[src/rtl/seg_scan_decoder.sv]
// Readback decoder for the multiplexed MM:SS 7-segment drive: resamples the scan,
// decodes each digit back to BCD and publishes minutes/seconds once frames repeat.
module seg_scan_decoder #(
  parameter int SETTLE_CYCLES  = 4,
  parameter int STABLE_FRAMES  = 2,
  parameter int TIMEOUT_CYCLES = 4000000,
  parameter int TO_W           = 22
) (
  input  logic       clock_in,
  input  logic       reset,
  input  logic [3:0] anode,
  input  logic [6:0] cathode,
  input  logic       clear_err,
  output logic [5:0] minutes,
  output logic [5:0] seconds,
  output logic       value_valid,
  output logic       frame_strobe,
  output logic       err_pattern,
  output logic       err_anode,
  output logic       err_range
);

  localparam int SC_W = $clog2(SETTLE_CYCLES + 1);
  localparam int MC_W = $clog2(STABLE_FRAMES + 1);
  localparam logic [SC_W-1:0] SETTLE_LAST = SC_W'(SETTLE_CYCLES - 1);
  localparam logic [MC_W-1:0] MATCH_FULL  = MC_W'(STABLE_FRAMES);
  localparam logic [TO_W-1:0] TO_LIMIT    = TO_W'(TIMEOUT_CYCLES);

  // Returns {invalid, digit}; anything outside the ten digit shapes is invalid.
  function automatic logic [4:0] seg_decode(input logic [6:0] seg);
    case (seg)
      7'b0000001: return 5'h00;
      7'b1001111: return 5'h01;
      7'b0010010: return 5'h02;
      7'b0000110: return 5'h03;
      7'b1001100: return 5'h04;
      7'b0100100: return 5'h05;
      7'b0100000: return 5'h06;
      7'b0001111: return 5'h07;
      7'b0000000: return 5'h08;
      7'b0000100: return 5'h09;
      default:    return 5'h10;
    endcase
  endfunction

  function automatic logic [5:0] bcd_to_bin(input logic [3:0] tens, input logic [3:0] ones);
    return ({2'b00, tens} * 6'd10) + {2'b00, ones};
  endfunction

  function automatic logic [MC_W-1:0] match_inc(input logic [MC_W-1:0] cnt);
    return (cnt >= MATCH_FULL) ? MATCH_FULL : cnt + 1'b1;
  endfunction

  logic [3:0]      anode_p0, anode_p1, anode_p2;
  logic [6:0]      cathode_p0, cathode_p1, cathode_p2;
  logic [1:0]      fill;
  logic [SC_W-1:0] settle_cnt, settle_nxt;
  logic            captured;
  logic [3:0][3:0] slot_digit;
  logic [3:0]      slot_inv;
  logic [3:0]      mask, mask_base, sel;
  logic            frame_pend;
  logic [15:0]     candidate;
  logic [MC_W-1:0] match_cnt, match_nxt;
  logic [TO_W-1:0] to_cnt;
  logic            same, anode_blank, anode_onehot, anode_bad, capture;
  logic            frame_inv, frame_range, accept;
  logic [4:0]      dec;

  // Sample classification, settle timing and frame evaluation
  always_comb begin
    sel          = ~anode_p1;
    same         = ({anode_p1, cathode_p1} == {anode_p2, cathode_p2});
    anode_blank  = (anode_p1 == 4'hF);
    anode_onehot = (sel == 4'b0001) || (sel == 4'b0010) || (sel == 4'b0100) || (sel == 4'b1000);
    // fill gates out the synchronizer reset value, which is not a real anode sample
    anode_bad    = fill[1] && !anode_blank && !anode_onehot;
    if (!same || anode_bad)
      settle_nxt = '0;
    else if (settle_cnt == SETTLE_LAST)
      settle_nxt = settle_cnt;
    else
      settle_nxt = settle_cnt + 1'b1;
    capture     = fill[1] && same && anode_onehot && !captured && (settle_nxt == SETTLE_LAST);
    dec         = seg_decode(cathode_p1);
    mask_base   = frame_pend ? 4'h0 : mask;
    frame_inv   = |slot_inv;
    frame_range = (slot_digit[3] > 4'd5) || (slot_digit[1] > 4'd5);
    accept      = frame_pend && !frame_inv && !frame_range;
    match_nxt   = (slot_digit == candidate) ? match_inc(match_cnt) : MC_W'(1);
  end

  // Synchronizers, capture control, frame matching and outputs
  always_ff @(posedge clock_in or posedge reset) begin
    if (reset) begin
      anode_p0     <= '0;
      anode_p1     <= '0;
      anode_p2     <= '0;
      cathode_p0   <= '0;
      cathode_p1   <= '0;
      cathode_p2   <= '0;
      fill         <= '0;
      settle_cnt   <= '0;
      captured     <= 1'b0;
      mask         <= '0;
      frame_pend   <= 1'b0;
      candidate    <= '0;
      match_cnt    <= '0;
      to_cnt       <= '0;
      minutes      <= '0;
      seconds      <= '0;
      value_valid  <= 1'b0;
      frame_strobe <= 1'b0;
      err_pattern  <= 1'b0;
      err_anode    <= 1'b0;
      err_range    <= 1'b0;
    end else begin
      anode_p0   <= anode;
      anode_p1   <= anode_p0;
      anode_p2   <= anode_p1;
      cathode_p0 <= cathode;
      cathode_p1 <= cathode_p0;
      cathode_p2 <= cathode_p1;
      fill       <= {fill[0], 1'b1};
      settle_cnt <= settle_nxt;
      captured   <= (!same || anode_bad) ? 1'b0 : (captured | capture);

      mask       <= capture ? (mask_base | sel) : mask_base;
      frame_pend <= capture && ((mask_base | sel) == 4'hF);

      frame_strobe <= accept;
      err_anode    <= anode_bad | (err_anode & ~clear_err);
      err_pattern  <= (frame_pend & frame_inv) | (err_pattern & ~clear_err);
      err_range    <= (frame_pend & ~frame_inv & frame_range) | (err_range & ~clear_err);

      if (accept) begin
        to_cnt    <= '0;
        candidate <= slot_digit;
        match_cnt <= match_nxt;
        if (match_nxt == MATCH_FULL) begin
          minutes     <= bcd_to_bin(slot_digit[3], slot_digit[2]);
          seconds     <= bcd_to_bin(slot_digit[1], slot_digit[0]);
          value_valid <= 1'b1;
        end
      end else begin
        if (to_cnt != TO_LIMIT)
          to_cnt <= to_cnt + 1'b1;
        if (frame_pend || (to_cnt == TO_LIMIT))
          match_cnt <= '0;
        if (to_cnt == TO_LIMIT)
          value_valid <= 1'b0;
      end
    end
  end

  // Slot contents are only meaningful under the mask, so they carry no reset
  always_ff @(posedge clock_in) begin
    for (int i = 0; i < 4; i++) begin
      if (capture && sel[i]) begin
        slot_digit[i] <= dec[3:0];
        slot_inv[i]   <= dec[4];
      end
    end
  end

endmodule

[config.mk]
export PLATFORM = sky130hd
export DESIGN_NAME = seg_scan_decoder
export DESIGN_NICKNAME = d
export VERILOG_FILES = /design/src/rtl/seg_scan_decoder.sv
export SDC_FILE = /design/constraint.sdc
export NUM_CORES = 1
export LEC_CHECK = 0
export BUFFER_PORTS_ARGS = -buffer_cell sky130_fd_sc_hd__buf_4
export CAP_MARGIN = 20
export CORE_MARGIN = 2
export CORE_UTILIZATION = 40
export DETAILED_ROUTE_END_ITERATION = 7
export PLACE_DENSITY = 0.56
export SETUP_SLACK_MARGIN = 0.02
export SYNTH_ARGS = -nofsm -noshare
export SYNTH_HDL_FRONTEND = slang
export SYNTH_SLANG_ARGS = --single-unit
[constraint.sdc]
create_clock -name clock_in -period 4.9 [get_ports clock_in]
set_clock_uncertainty 0.1 [all_clocks]
set_input_delay 0.98 -clock clock_in [delete_from_list [all_inputs] [get_ports clock_in]]
set_output_delay 0.98 -clock clock_in [all_outputs]
set_load 0.1 [all_outputs]
; ---- Word level (Yosys, flattened, before mapping)
; Index checks and enable logic that the tools add are counted.
; W data, S select, Z words.
[totals]
inputBits = 14
register_bits = 121
word_cells = 123
ramBits = 0
output_inout_bits = 17
rom_bits = 0
latchBits = 0
mem_count = 0
[classes]
reduce_logical = 32
n_mul = 2
div_mod_pow = 0
addsub = 5
n_mux = 15
bitwise_logic = 14
magnitude_cmp = 3
eq_ne = 23
shift = 0
[ops]
columns = cell, count
row1 = $pmux W5 S10, 1
row2 = $mux W22, 2
row3 = $add A22 B1 Y22 const B, 1
row4 = $eq A22 B22 Y1 const B, 1
row5 = $ne A22 B22 Y1 const B, 1
row6 = $eq A16 B16 Y1, 1
row7 = $eq A7 B3 Y1 const B, 2
row8 = $eq A7 B6 Y1 const B, 2
row9 = $eq A7 B7 Y1 const B, 2
row10 = $logic_and A1 B1 Y1, 13
row11 = $add A6 B4 Y6, 2
row12 = $eq A4 B4 Y1 const B, 3
row13 = $eq A11 B11 Y1, 1
row14 = $mul A4 B3 Y5 const B, 2
row15 = $gt A4 B3 Y1 const B, 2
row16 = $mux W2, 4
row17 = $mux W4, 2
row18 = $eq A7 B1 Y1 const B, 1
row19 = $eq A7 B4 Y1 const B, 1
row20 = $eq A7 B5 Y1 const B, 1
row21 = $logic_not A7 Y1, 1
row22 = $and A1 B1 Y1, 6
row23 = $eq A3 B2 Y1 const B, 2
row24 = $logic_not A1 Y1, 6
row25 = other kinds (18), 34

; ---- Depth between registers and ports, before layout
; Gate-level depths: netlist (run 1).
[logic_depth]
word_depth = 13
depth_mapped = 7
ltp_nobuf = 7

; ---- Worst setup path after synthesis (run 1)
; No wires, ideal clock.
[synth_timing]
path_kind = flip-flop to flip-flop
startpoint = reg settle_cnt[0]
endpoint = reg slot_digit[0] (netlist name), enable pin
required_time_ns = 4.419
setup_time_ns = 0.381
period_less_slack_ns = 2.456
slack_ns = 2.444
t_arrival_ns = 1.975
stages_incl_launch_ff = 6
n_path_buf = 0
cell_sequence = dfrtp_1 > ha_1 > nor2b_1 > mux2_2 > o2111ai_1 > nor4_1
[synth_between]
elab_chain_cells = 6
elab_cells_between_ends = 7
classes_between = 1 x add/sub / 2 x eq/ne / 2 x mux / 2 x reduce/logical
[synth_lines]
columns = element, line_no
row1 = start: declaration, 57  ; logic [SC_W-1:0] settle_cnt, settle_nxt;
row2 = start signal: assignment, 125  ; settle_cnt <= settle_nxt;
row3 = $add A3 B1 Y3 or $eq A3 B2 Y1 (tied branches), "83, 80"
row4 = $mux W3 *, 80  ; else if (settle_cnt == SETTLE_LAST)
row5 = $mux W3 *, 78  ; if (!same || anode_bad)
row6 = $eq A3 B2 Y1 *, 84  ; capture = fill[1] && same && anode_onehot && !captured && (settle_nxt == SETTLE_LAST);
row7 = $logic_and A1 B1 Y1 *, 84
row8 = $logic_and A1 B1 Y1 *, 159  ; if (capture && sel[i]) begin
row9 = end signal: indexed assignment, 160  ; slot_digit[i] <= dec[3:0];
row10 = end: declaration, 59  ; logic [3:0][3:0] slot_digit;
; Every way passes the cells marked *; elsewhere a longest branch is shown, timed or not.
; A chain may end at the register's enable or synchronous reset.

; ---- Worst setup path after layout (run 1)
[layout_timing]
startpoint = reg slot_digit[5] (netlist name)
endpoint = reg candidate[0]
[layout_between]
elab_chain_cells = 4
[layout_lines]
columns = element, line_no
row1 = $gt A4 B3 Y1, 88  ; frame_range = (slot_digit[3] > 4'd5) || (slot_digit[1] > 4'd5);
row2 = $logic_or A1 B1 Y1, 88
row3 = $logic_not A1 Y1, 89  ; accept = frame_pend && !frame_inv && !frame_range;
row4 = $logic_and A1 B1 Y1, 89
row5 = end signal: assignment, 138  ; candidate <= slot_digit;
row6 = end: declaration, 63  ; logic [15:0] candidate;
; No other way between the ends.

==> impl_metrics.csv, run 1 <==
group,metric,value,unit
clocking,clkLatencyLatePin,410,ps
die,fp.dieW,119,um
layout,final_area,6270,sq um
pwr,power_per_cell_area,371,nW/um^2
setup_path,critical_path.startpoint_type,"flip-flop",
global_route,grt_use_total,14.8,%
yosys,synth_cell_types,51,
place,dpl.hpwl,6360,um
clocking,clk_path_buf_depth,2,
yosys,synth.most_common_cell,"dfrtp_1",
global_route,grt_overflow,0,
run_status,status,"finished clean",
route,drc,0,
global_route,antenna_found_initial,0,
sta,rsz0062_at_grt,"no",
pwr,p_leak,2.74,nW
sta,hold_viol,0,
worst_hold_path,min_path_type,"flip-flop to flip-flop",
route,drt-met1-wl,4470,um
yosys,async_reset_ff_share,83.5,%
clocking,htreeDepth,4,
clocking,tritoncts,"built",
route,drt_iter0_markers,216,
layout,multi_input_area,1970,sq um
yosys,synth_area,5270,sq um
die,die_area,14100,sq um
route,ant_nets,0,
die,coreArea,12700,sq um
layout,regArea,3130,sq um
yosys,synth.area.top_cells,"dfrtp_1 48%, edfxtp_1 11%, xnor2_1 6.3%",
route,vias_per_cell,4.90,
clocking,holdBufCountCts,0,
route,wl_per_cell,14.4,um
yosys,syn-num-nets,456,
place,io_buffers,30,
global_route,grt_pass1_vias,3300,
sta,worstMarginPinSlew,991,ps
clocking,cts_post_setup_buffers_inserted,0,
yosys,synth_edf_count,20,
clocking,clk_pin_slew,60,ps
route,drtPass1Iterations,4,
place,routabilityCongestion,0.794,
yosys,avgSynthCellArea,12.4,sq um
die,die_height,119,um
yosys,yosysTopAreaCellShare,48.0,%
setup_path,endpoint_kind,"flip-flop",
clocking,clockRootBuffer,"clkbuf_16",
clocking,cts-buffers-inserted,17,
sta,post-route-min-period,3030,ps
clocking,ctsResizeCount,0,
layout,drive_above_1_share,19.9,%
clocking,clock-sinks,121,
global_route,grt_start_max_net_pins,78,
sta,final.setup.tns,0,ps
die,start_util,41.4,%
route,routed-wl-met3,390,um
setup_path,arrival,3230,ps
sta,relSlewSlack,33.3,%
route,drt_wl_total,9380,um
layout,diodes,0,
sta,finalSetupViolCount,0,
setup_path,crit_required,5100,ps
global_route,grt_pass1_wl,16300,um
yosys,synth_ff_type,"dfrtp_1",
yosys,synth.largest_area_cell,"dfrtp_1",
setup_path,crit_path_max_fanout,32,
route,met2_wirelength,4380,um
pwr,max-vdd-ir-drop,296,uV
yosys,netlist_top_cells_count,"101 x dfrtp_1, 38 x xnor2_1, 33 x nor2_1, 26 x inv_1",
yosys,ys_seq_elements,121,
layout,nNetsFinal,496,
die,rows,41,
route,dr.max_layer_used,"met4",
yosys,synthCells,425,
place,placed_area,5660,sq um
route,vias,3182,
die,io_pins,31,
layout,fill_cells,1165,
sta,slew_violations,0,
sta,fin_crit_sh,61.9,%
yosys,synth_warnings,0,
job,maxCapViolations,0,
yosys,ys_seq_area_share,59.4,%
setup_path,crit_type,"flip-flop to flip-flop",
layout,areaGrowthSynthToFinish,19.1,%
sta,clock.fmax,330,MHz
==> placed cells by master, fill, tap and decap left out, types with 3 or more instances in the layout <==
| cell | netlist | layout |
|---|---|---|
| dfrtp_1 | 101 | 101 |
| xnor2_1 | 38 | 38 |
| nor2_1 | 33 | 33 |
| buf_4 | 0 | 32 |
| inv_1 | 26 | 25 |
| xor2_1 | 20 | 20 |
| edfxtp_1 | 20 | 20 |
| clkbuf_16 | 0 | 19 |
| nand2_1 | 17 | 17 |
| mux2_2 | 17 | 17 |
| nand3_1 | 16 | 16 |
| ha_1 | 15 | 15 |
| nor4_1 | 10 | 10 |
| o21ai_0 | 9 | 9 |
| nand4_1 | 8 | 8 |
| nor3_1 | 8 | 8 |
| nor2b_1 | 8 | 8 |
| a21oi_1 | 7 | 7 |
| mux2_4 | 6 | 6 |
| o41ai_1 | 5 | 5 |
| o22ai_1 | 5 | 5 |
| mux2i_1 | 4 | 4 |
| clkinvlp_4 | 0 | 4 |
| and2_1 | 3 | 3 |
| inv_4 | 0 | 3 |
| inv_6 | 0 | 3 |
==> path summary, 6_finish.rpt <==
kind | from | to | slack (ps) | depth (start not counted)
setup / recovery | slot_digit[5] | candidate[0] | 1870 | 5
hold / removal | fill[0] | fill[1] | 250 | 0
setup reg to reg | slot_digit[5] | candidate[0] | 1870 | 5
hold reg to reg | fill[0] | fill[1] | 250 | 0
max in group asynchronous | reset | candidate[10] | 3140 | 3
min in group asynchronous | reset | cathode_p0[6] | 690 | 2
==> critical path: stages (launching register included) <==
cell and delay [ps]:
edfxtp_1 500, a211o_1 300, a21oi_1 170, nand3_1 500, inv_1 920, mux2_2 420
==> kinds of logic (layout without fill, tap and decap cells) <==
kind of cell             Yosys count  count (layout)  synth area share (%)
AND/OR/NAND/NOR                  116             116                  11.5
adder cells (fa/ha/maj)           18              18                  4.51
flip-flops                       121             121                  59.4
AO/OA/AOI/OAI                     43              43                  5.61
other                              1               1                0.0712
buffers and inverters             41              94                  3.16
XOR/XNOR                          58              58                  9.65
multiplexers                      27              27                  6.11
==> through the flow <==
step	power [W]	utilization [%]	setup slack (ps)	std cells	hold WS (ps)
final	0.00233	49.3	1870	650	246
after global routing	0.00241	49.3	1630	650	250
after CTS	0.00236	49.1	1630	646	248
after detailed placement	0.00113	44.5	1680	614	235
after global placement	0.00113	44.5	1750	614	231
after floorplan	0.00111	-	1170	425	231
==> sequential cells by signal, summed over array words and instances (netlist names) <==
| signal | cells |
|---|---|
| mask | 4 |
| fill | 2 |
| frame_strobe | 1 |
| settle_cnt | 3 |
| seconds | 6 |
| err_anode | 1 |
| value_valid | 1 |
| to_cnt | 22 |
| anode_p0 | 4 |
| anode_p1 | 4 |
| err_pattern | 1 |
| err_range | 1 |
| anode_p2 | 4 |
| cathode_p2 | 7 |
| cathode_p1 | 7 |
| cathode_p0 | 7 |
| slot_inv | 4 |
| slot_digit | 16 |
| minutes | 6 |
| match_cnt | 2 |
| frame_pend | 1 |
| candidate | 16 |
| captured | 1 |
==> layer usage <==
| layer | track usage, % | vias to the layer above |
|---|---|---|
| met1 | 20.0 | 1555 |
| met4 | 5.80 | 0 |
| li1 | - | 1558 |
| met2 | 22.2 | 59 |
| met3 | 4.78 | 10 |
| met5 | 0 | - |
==> power breakdown <==
part | internal [W] | switching, W | leakage (nW)
clock | 0.000760 | 0.000459 | 0.280
combinational | 0.0000209 | 0.0000358 | 0.955
sequential | 0.00104 | 0.0000148 | 1.50
==> area by class of cell <==
type / instances / share of cell area, %
clock buffers: 20 / 7.64
repair buffers: 36 / 4.25
inverters: 26 / 1.60
flip-flops and latches: 121 / 49.9
multi-input cells: 263 / 31.5
clock inverters: 12 / 1.74
well taps: 172 / 3.43
Power figures use the tool's default switching activity.
==> inputs of run 2 (changes only) <==
ABC_AREA = 1   (was unset)
clock period = 2.85 ns   (was 4.9 ns; I/O delays follow)
==> impl_metrics.csv, run 2 <==
group,metric,value,unit
setup_path,crit_path_max_fanout,10,
yosys,ys_seq_elements,121,
pwr,p_leak,3.31,nW
yosys,synth_edf_count,20,
route,drtPass1Iterations,4,
yosys,synthMuxAreaShare,0,%
yosys,avgSynthCellArea,8.88,sq um
layout,nNetsFinal,722,
route,vias,4250,
clocking,tritoncts,"built",
setup_path,path_common_cell,"nand2_1",
sta,holdWs,136,ps
yosys,synth_cell_types,41,
clocking,clk_pin_slew,60,ps
clocking,clock-sinks,121,
clocking,clockRootBuffer,"clkbuf_16",
route,drt_iter0_markers,232,
pwr,power_per_cell_area,597,nW/um^2
yosys,synth_simple_gate_area_share,25.4,%
route,ant_nets,0,
place,dpl.hpwl,8200,um
clocking,cts-buffers-inserted,17,
yosys,synth_ff_type,"dfrtp_1",
setup_path,r2r_start,"anode_p1[3]",
die,rows,43,
place,placed_area,6190,sq um
yosys,ys_seq_area_share,54.4,%
yosys,synth-xor-area-share,3.04,%
sta,slew_violations,0,
yosys,async_reset_ff_share,83.5,%
yosys,yosysTopAreaCellShare,43.9,%
sta,relSlewSlack,51.7,%
global_route,grt_use_total,16.7,%
layout,regArea,3130,sq um
yosys,synth_warnings,0,
sta,hold_viol,0,
global_route,grt_start_max_net_pins,48,
layout,final_area,6790,sq um
die,coreArea,14000,sq um
die,start_util,41.1,%
setup_path,critical_path.startpoint_type,"flip-flop",
layout,diodes,0,
setup_path,startpoint,"anode_p1[3]",
sta,final.setup.tns,0,ps
clocking,clkLatencyLatePin,420,ps
layout,layout_common_cells,"181 x nand2_1, 101 x dfrtp_1, 82 x inv_1",
yosys,synth.largest_area_cell,"dfrtp_1",
clocking,cts_post_setup_buffers_inserted,0,
setup_path,crit_type,"flip-flop to flip-flop",
layout,multi_input_area,2230,sq um
layout,areaGrowthSynthToFinish,18.0,%
place,routabilityCongestion,0.830,
yosys,synth.most_common_cell,"nand2_1",
setup_path,max_stage_delay,530,ps
yosys,syn-num-nets,679,
sta,fin_crit_sh,76.4,%
place,io_buffers,30,
layout,drive_above_1_share,13.9,%
setup_path,endpoint_kind,"flip-flop",
setup_path,arrival,2150,ps
yosys,synth_compound_area_share,6.26,%
yosys,synth.area.top_cells,"dfrtp_1 44%, nand2_1 12%, edfxtp_1 10%",
yosys,netlist_top_cells_count,"181 x nand2_1, 101 x dfrtp_1, 83 x inv_1, 54 x nor2_1, 29 x nand3_1",
setup_path,cp_slowest_cell,"dfrtp_1",
global_route,antenna_found_initial,0,
layout,reg.largest.list,"to_cnt (22), candidate (16), slot_digit (16)",
layout,regMostFlops,"to_cnt",
yosys,synth_top_family_by_area,"simple AND/OR/NAND/NOR gates",
sta,worstMarginPinSlew,721,ps
setup_path,crit_required,2830,ps
global_route,grt_pass1_vias,4252,
yosys,synth_area,5750,sq um
route,vias_per_cell,4.81,
route,wl_per_cell,12.8,um
pwr,max-vdd-ir-drop,432,uV
layout,layout_commonest_cell,"nand2_1",
die,die_height,124,um
sta,rsz0062_at_grt,"no",
yosys,synthCells,648,
route,drt_wl_total,11300,um
die,io_pins,31,
sta,post-route-min-period,2180,ps
die,die_area,15400,sq um
clocking,htreeDepth,4,
sta,clock.fmax,459,MHz
yosys,synth_adder_area_share,3.96,%
worst_hold_path,min_path_type,"primary input to async pin",
global_route,grt_pass1_wl,19800,um
die,fp.dieW,124,um
route,drc,0,
layout,fill_cells,1315,
run_status,status,"finished clean",
global_route,grt_overflow,0,
clocking,ctsResizeCount,0,
job,maxCapViolations,0,
layout,largest_reg_flops,22,
setup_path,crit_chain,"nand2_1 -> nand2_1 -> nand3_1 -> nand2_2 -> nand4_4 -> nor2_4 -> nand3_4 -> nor2_1",
sta,finalSetupViolCount,0,
clocking,clk_path_buf_depth,2,
clocking,holdBufCountCts,0,
## run 2: layout make-up
| class | instances | area share [%] |
|---|---|---|
| inverter | 91 | 5.09 |
| clock buffer | 19 | 6.69 |
| tap | 180 | 3.32 |
| clock inverter | 12 | 2.06 |
| timing repair buffer | 34 | 3.94 |
| multi-input combinational | 426 | 32.8 |
| sequential | 121 | 46.1 |
## run 2: power by group
part	internal [W]	switching, W	leakage [nW]
Combinational	0.0000370	0.0000771	1.53
Sequential	0.00178	0.0000231	1.50
Clock	0.00134	0.000788	0.282
## run 2: worst max-delay path: cells and delay by family, from the launching register on
| family | cells | cell delay, ps |
|---|---|---|
| and+or+nand+nor | 8 | 1200 |
| DFF | 1 | 530 |
## run 2: worst paths after layout
| kind | end | cells after the start | slack (ps) |
|---|---|---|---|
| worst min-delay path | to_cnt[12] | 2 | 140 |
| worst max register to register | slot_digit[4] | 8 | 670 |
| min in group clock_in | anode_p0[3] | 1 | 160 |
| max in group asynchronous | candidate[4] | 3 | 1730 |
| worst min register to register | cathode_p1[6] | 0 | 240 |
| worst max-delay path | slot_digit[4] | 8 | 670 |
## run 2: per-stage QoR
step | instances | power (W) | utilization [%] | setup slack, ps
global placement | 852 | 0.00195 | 44.3 | 736
floorplan | 648 | 0.00191 | - | 901
finish | 883 | 0.00405 | 48.5 | 672
global route | 883 | 0.00420 | 48.5 | 415
detailed placement | 852 | 0.00196 | 44.3 | 656
CTS | 883 | 0.00410 | 48.5 | 651
## run 2: logic make-up (layout without fill, tap and decap cells)
group                      Yosys count  in the layout
xor gates and xnor gates            20             20
AOI/OAI and AO/OA                   64             64
DFF                                121            121
adders and majority gates           17             17
other                                1              1
and+or+nand+nor                    324            324
buffers and inverters              101            156
## run 2: metal layers
metal | GRT usage [%] | vias to the layer above | routed length, um
met2 | 26.7 | 85 | 5380
met1 | 21.3 | 1991 | 5250
li1 | - | 2162 | -
met5 | 0 | - | 0
met3 | 5.13 | 12 | 488
met4 | 6.67 | 0 | 145
==> inputs of run 3 (changes only) <==
ABC_AREA = 0   (was 1)
PLACE_DENSITY = 0.58   (was 0.56)
clock period = 1.9 ns   (was 2.85 ns; I/O delays follow)
==> impl_metrics.csv, run 3 (synthesis gave the netlist of run 1 again) <==
group,metric,value,unit
route,vias_per_cell,4.81,
global_route,grt_start_max_net_pins,102,
layout,largest_reg_flops,22,
sta,slew_violations,0,
clocking,clockRootBuffer,"clkbuf_16",
sta,setup_ws,-244,ps
sta,fin_crit_sh,113,%
setup_path,critical_path.startpoint_type,"flip-flop",
die,coreArea,12700,sq um
place,dpl_worst_slack,-262,ps
clocking,tritoncts,"built",
pwr,p_leak,3.23,nW
sta,finalSetupViolCount,55,
global_route,grt_pass1_wl,17300,um
route,drtPass1Iterations,4,
clocking,clk_path_buf_depth,2,
layout,fill_cells,1086,
sta,clock.fmax,466,MHz
route,vias,3497,
pwr,power_per_cell_area,817,nW/um^2
clocking,htreeDepth,4,
sta,holdWs,5.45,ps
sta,worstMarginPinSlew,561,ps
worst_hold_path,min_path_type,"primary input to async pin",
setup_path,endpoint_kind,"flip-flop",
route,wl_per_cell,14.2,um
job,maxCapViolations,0,
setup_path,crit_type,"flip-flop to flip-flop",
setup_path,arrival,2330,ps
setup_path,crit_path_max_fanout,13,
layout,layout_commonest_cell,"dfrtp_1",
clocking,clk_pin_slew,50,ps
global_route,grt_overflow,0,
place,routabilityCongestion,0.824,
route,drt_iter0_markers,216,
clocking,clkLatencyLatePin,410,ps
clocking,cts-buffers-inserted,17,
clocking,clock-sinks,121,
sta,rsz0062_at_grt,"yes",
layout,areaGrowthSynthToFinish,36.1,%
die,die_height,119,um
route,drt_wl_total,10300,um
layout,drive_above_1_share,33.9,%
route,drc,0,
sta,post-route-min-period,2140,ps
sta,final.setup.tns,-6090,ps
layout,finish.utilization,56.4,%
die,start_util,41.4,%
layout,layout_common_cells,"98 x dfrtp_1, 90 x buf_4, 36 x xnor2_1",
global_route,grt_use_total,15.8,%
global_route,grt_use_met1,20.0,%
die,die_area,14100,sq um
layout,diodes,0,
global_route,grt_pass1_vias,3588,
run_status,status,"finished, violations left",
global_route,use_met3,5.07,%
place,dpl.hpwl,6810,um
global_route,grt.busiest_layer,"met2",
die,io_pins,31,
global_route,antenna_found_initial,0,
layout,nNetsFinal,573,
route,ant_nets,0,
pwr,max-vdd-ir-drop,821,uV
layout,regMostFlops,"to_cnt",
sta,hold_viol,0,
setup_path,crit_required,2090,ps
sta,relSlewSlack,62.6,%
pwr,power,0.00586,W
die,fp.dieW,119,um
die,rows,41,
global_route,use_met2,25.1,%
run_status,violations,"setup timing",
layout,reg.largest.list,"to_cnt (22), candidate (16), slot_digit (16)",
place,io_buffers,30,
[run 3: cell types whose count changed in the layout (fill, tap and decap cells not counted), sizes merged, moves of 23 or more]
cell	change
nand2	-165
inv	-69
buf	+66
nor2	-30
o21ai	-26
xnor2	+24
mux2	+23
[run 3: what timing repair did]
item	in CTS	in global routing
gates cloned	0	2
hold buffers	11	0
gates resized for setup	13	24
pin swaps	3	10
buffers inserted	3	6
endpoints found under the setup margin	69	84
endpoints found under the hold margin	11	0
[run 3: per-layer routing]
metal	part of all wire [%]	vias up	wire, um
li1	-	1716	-
met1	46	1721	4790
met2	49	50	5060
met3	3.0	10	314
met4	1.4	0	147
met5	0	-	0
[run 3: where the power goes]
| part | internal (W) | total (W) | switching (W) |
|---|---|---|---|
| Clock | 0.00178 | 0.00292 | 0.00114 |
| Combinational | 0.000109 | 0.000243 | 0.000134 |
| Sequential | 0.00268 | 0.00270 | 0.0000241 |
[run 3: cell type report]
type | instances | area [sq um] | area share, %
inverters | 26 | 114 | 1.59
clock buffers | 19 | 433 | 6.04
clock inverters | 13 | 105 | 1.47
repair buffers | 113 | 987 | 13.8
multi-input cells | 263 | 2180 | 30.5
flip-flops and latches | 121 | 3130 | 43.7
well taps | 172 | 215 | 3.00
[run 3: per-stage QoR]
step	instance area (sq um)	std cells
floorplan	5420	425
global placement	6220	673
detailed placement	6220	673
CTS	6940	719
global route	7170	727
finish	7170	727
[run 3: worst paths after layout]
kind,from,to,slack [ps],cells after the start
setup / recovery,slot_digit[6],minutes[5],-240,6
hold / removal,reset,minutes[3],5,3
setup reg to reg,slot_digit[6],minutes[5],-240,6
hold reg to reg,cathode_p0[4],cathode_p1[4],240,0
max in group asynchronous,reset,candidate[13],1240,3
min in group clock_in,clear_err,err_range,90,2
[run 3: worst max-delay path: stages (launching register included)]
cell      delay (ps)
edfxtp_1         440
a211o_1          340
a21oi_2          150
nand3_2          140
nor4_4           340
buf_12           200
mux2_4           310
